<file path="config.mk">
export PLATFORM = sky130hd
export DESIGN_NAME = ext_share_arbiter
export DESIGN_NICKNAME = d
export VERILOG_FILES = /design/src/rtl/ext_share_arbiter.sv
export SDC_FILE = /design/constraint.sdc
export NUM_CORES = 1
export LEC_CHECK = 0
export CORE_MARGIN = 1
export CORE_UTILIZATION = 33
export CTS_BUF_LIST = sky130_fd_sc_hd__clkbuf_4
export CTS_CLUSTER_SIZE = 30
export DETAILED_ROUTE_END_ITERATION = 10
export PLACE_DENSITY = 0.94
export SYNTH_ARGS = -nofsm -noshare
export SYNTH_HDL_FRONTEND = slang
export SYNTH_SLANG_ARGS = --single-unit
</file>
<file path="constraint.sdc">
create_clock -name clk -period 2.65 [get_ports clk]
set_clock_uncertainty 0.2 [all_clocks]
set_input_delay 0.265 -clock clk [delete_from_list [all_inputs] [get_ports clk]]
set_output_delay 0.265 -clock clk [all_outputs]
set_load 0.005 [all_outputs]
</file>
<file path="src/rtl/ext_share_arbiter.sv">
// rtl/ext_share_arbiter.sv - two-requester arbiter sharing one 16-to-32 extend unit
module ext_share_arbiter #(
    parameter bit RR_EN   = 1'b1,
    parameter bit RR_INIT = 1'b0
) (
    input  logic        clk,
    input  logic        rst,
    input  logic        req0_valid,
    input  logic [15:0] req0_imm16,
    input  logic [1:0]  req0_ExtOp,
    output logic        req0_ready,
    input  logic        req1_valid,
    input  logic [15:0] req1_imm16,
    input  logic [1:0]  req1_ExtOp,
    output logic        req1_ready,
    output logic [15:0] ext_imm16,
    output logic [1:0]  ext_ExtOp,
    input  logic [31:0] ext_out,
    output logic        rsp_valid,
    output logic        rsp_id,
    output logic [31:0] rsp_data,
    input  logic        rsp_ready
);

    typedef enum logic {
        EMPTY = 1'b0,
        FULL  = 1'b1
    } state_t;

    state_t      state;
    state_t      next_state;
    logic [15:0] buf_imm16;
    logic [1:0]  buf_ext_op;
    logic        buf_id;
    logic        prio;
    logic        can_accept;
    logic        grant;
    logic        winner;

    // Arbitration and buffer next-state; readies are suppressed during reset
    always_comb begin
        next_state = state;
        grant      = 1'b0;
        winner     = 1'b0;
        req0_ready = 1'b0;
        req1_ready = 1'b0;
        can_accept = (state == EMPTY) || rsp_ready;
        if (!rst && can_accept && (req0_valid || req1_valid)) begin
            grant = 1'b1;
            if (req0_valid && req1_valid) begin
                winner = RR_EN ? prio : 1'b0;
            end else begin
                winner = req1_valid;
            end
            req0_ready = ~winner;
            req1_ready = winner;
        end
        case (state)
            EMPTY: begin
                if (grant) begin
                    next_state = FULL;
                end
            end
            FULL: begin
                if (rsp_ready && !grant) begin
                    next_state = EMPTY;
                end
            end
            default: next_state = EMPTY;
        endcase
    end

    // Buffer occupancy state register
    always_ff @(posedge clk) begin
        if (rst) begin
            state <= EMPTY;
        end else begin
            state <= next_state;
        end
    end

    // One-entry payload buffer; held whenever there is no grant
    always_ff @(posedge clk) begin
        if (rst) begin
            buf_imm16  <= 16'h0000;
            buf_ext_op <= 2'b00;
            buf_id     <= 1'b0;
        end else if (grant) begin
            buf_imm16  <= winner ? req1_imm16 : req0_imm16;
            buf_ext_op <= winner ? req1_ExtOp : req0_ExtOp;
            buf_id     <= winner;
        end
    end

    // Round-robin pointer: the loser of each grant gets priority next
    always_ff @(posedge clk) begin
        if (rst) begin
            prio <= RR_INIT;
        end else if (RR_EN && grant) begin
            prio <= ~winner;
        end
    end

    assign ext_imm16 = buf_imm16;
    assign ext_ExtOp = buf_ext_op;
    assign rsp_valid = (state == FULL);
    assign rsp_id    = buf_id;
    assign rsp_data  = ext_out;

endmodule

</file>
==> results.txt <==
Die span in y -> 64.6 um
Core Area -> 3720 um2
Final Core Density -> 46.7%
Slew Limit Fails -> 0
Compound-Gate Fraction of Synth Area -> 30.6%
Worst Hold End -> rsp_id$_SDFFE_PP0P_
H-tree depth -> 1
DR WL/cell -> 16.2 um
Die area -> 4180 um2
FF+latch count, synth -> 21
Top_reg_cell synth -> dfxtp_1
Mux cell area share after synthesis -> 0%
Clk_lat worst skew -> 0.31 ns
Vias in the first global route -> 1254
Final hold vios -> 0
Largest family of logic cells by synthesized area -> compound AO/OA/AOI/OAI gates
Initial DRC count -> 85
Total Routing Usage GR -> 17.2%
Worst Min Path Start -> rsp_id$_SDFFE_PP0P_
Setup bufs post-CTS -> 0
Mapped cell area -> 1290 um2
Hold WS -> 0.293 ns
Most common cell in the netlist -> buf_4
Peak fanout along the critical path -> 11
Crit path kind -> primary input to output port
CTS Root Cell -> clkbuf_4
Setup TNS -> 0 ns
DR pass1 iterations -> 4
Number of remaining DRC errors -> 0
# IOs -> 127
WL final -> 3730 um
Worst reg-to-reg path cell count -> 4
Max clock buf depth -> 2
Synth area leaders -> dfxtp_1 32%, buf_4 19%, a311oi_1 12%
Required @ worst endpoint -> 2.18 ns
Row count -> 22
Pin count of the biggest net entering global routing -> 23
Die width -> 64.6 um
CTS tree -> done
Tmin final -> 2.32 ns
Input/output buffers -> 62
Asr flop ratio synth -> 0%
Hold Buf Count CTS -> 0
Leakage -> 0.598 nW
Share of Yosys cell area claimed by the top area cell type -> 32.5%
XOR/XNOR Fraction of Synth Area -> 0%
RD Place Congestion -> 0.777
Pwr/cell area -> 439 nW/um2
F_max -> 432 MHz
Area leader, netlist -> dfxtp_1
Synth Area in Simple Gates -> 10.7%
Share of layout cells above drive strength 1 -> 8.24%
Worst reg2reg startpoint -> prio$_SDFFE_PP0P_
Post-synthesis cell count -> 157
Yosys warns -> 0
DR vias -> 1326
Post-synth EDFFs -> 0
Status -> completed
Syn_area_per_cell -> 8.24 um2
Reg2Reg Setup Slack -> 0.98 ns
R2r endpoint -> ext_imm16[13]$_SDFFE_PP0P_
DR vias/cell -> 5.77
Worst path arrival time -> 1.85 ns
GRT overflow -> 0
Area Growth Syn to Fin -> 34.0%
Clock slew at reported path FFs -> 0.12 ns
Antenna violations before repair -> 0
First-pass GRT wire length -> 5720 um
# resized after CTS -> 0
Initial core utilization -> 34.8%
TritonCTS Sinks -> 21
Yosys cell types -> 23
DP HPWL -> 2650 um
Peak supply drop -> 0.000241 V
Endpoint class of the critical path -> output port
Post-synthesis adder-cell area fraction -> 0%
Crit start category -> primary input
Post-synth net total -> 230
Final setup viols -> 0
Layout Nets -> 256
Final ANT Viol Nets -> 0
RSZ-0062 raised after global routing -> no
Register area share after synthesis -> 32.5%
Maxcap violations -> 0
Inserted Diodes -> 0
Min-delay worst type -> register to register
CTS buffer count -> 3
Rel. slew slack -> 71.6%
Cell count of the worst hold path -> 2
Period utilization -> 87.4%
Slew @ Worst Pin -> 0.425 ns
Commonest cells post-synth -> 32 x buf_4, 21 x dfxtp_1
==> sequential cells by signal (all words and copies together), names as in the netlist <==
name / cells
rsp_valid: 1
ext_imm16: 16
ext_ExtOp: 2
prio: 1
rsp_id: 1
==> placed cells by master, fill, tap and decap left out <==
cell type        instances
nor2_1                   1
clkdlybuf4s50_1         62
and2b_2                  1
o211a_1                  1
o31ai_1                  1
nand3_1                 18
inv_2                    2
a311oi_1                18
o21ai_0                 18
or2_1                    1
nand4_1                  1
a31oi_1                 18
nor2b_1                  1
dfxtp_1                 21
a21oi_1                  2
buf_4                    7
inv_1                    1
clkbuf_4                 4
nand2b_1                 2
nor3_2                   1
a21boi_1                 1
==> worst max-delay path by stage <==
| stage | cells past startpoint | slack [ns] | to | start |
|---|---|---|---|---|
| after floorplan | 4 | 1.21 | req0_ready | rsp_valid$_SDFF_PP0_ |
| after global placement | 5 | 0.38 | req1_ready | req0_valid |
| after detailed placement | 5 | 0.36 | req1_ready | req0_valid |
| after CTS | 5 | 0.34 | req1_ready | req0_valid |
| after global routing | 4 | 0.23 | req1_ready | prio$_SDFFE_PP0P_ |
| final | 5 | 0.33 | req1_ready | req0_valid |
==> cell type report <==
| cell class | count | area (um2) |
|---|---|---|
| Fill cell | 372 | 1980 |
| Timing Repair Buffer | 69 | 673 |
| Multi-Input combinational cell | 85 | 539 |
| Sequential cell | 21 | 420 |
| Tap cell | 48 | 60.1 |
| Clock buffer | 4 | 30.0 |
| Inverter | 3 | 11.3 |
==> power breakdown <==
group          switching, mW  internal [mW]  leakage, nW
clock                  0.103         0.0689       0.0184
sequential            0.0140          0.342        0.174
combinational         0.0975          0.137        0.406
total                  0.214          0.548        0.598
==> routing by layer <==
layer	wire, um	share of wire, %	vias to the layer above	track usage [%]
li1	-	-	609	-
met3	243	6.5	14	1.41
met1	1490	40	632	20.2
met4	83	2.2	0	10.0
met5	0	0	-	0
met2	1920	51	71	30.4
==> logic make-up (layout without fill, tap and decap cells) <==
group | after synthesis | in the layout
DFF | 21 | 21
and+or+nand+nor | 26 | 26
buffers and inverters | 51 | 76
AOI/OAI and AO/OA | 59 | 59
==> worst max-delay path, cell delays in order <==
cell and delay (ns):
clkdlybuf4s50_1 0.46, nand2b_1 0.35, nand4_1 0.20, inv_1 0.08, clkdlybuf4s50_1 0.49
==> per-stage QoR <==
| step | instances | instance area (um2) | setup slack (ns) | power [mW] |
|---|---|---|---|---|
| 6_report | 230 | 1730 | 0.335 | 0.762 |
| 4_1_cts | 230 | 1730 | 0.345 | 0.762 |
| 3_3_place_gp | 226 | 1700 | 0.382 | 0.591 |
| 2_1_floorplan | 157 | 1290 | 1.21 | 0.499 |
| 3_5_place_dp | 226 | 1700 | 0.356 | 0.596 |
| 5_1_grt | 230 | 1730 | 0.229 | 0.799 |
Power figures use the tool's default switching activity.
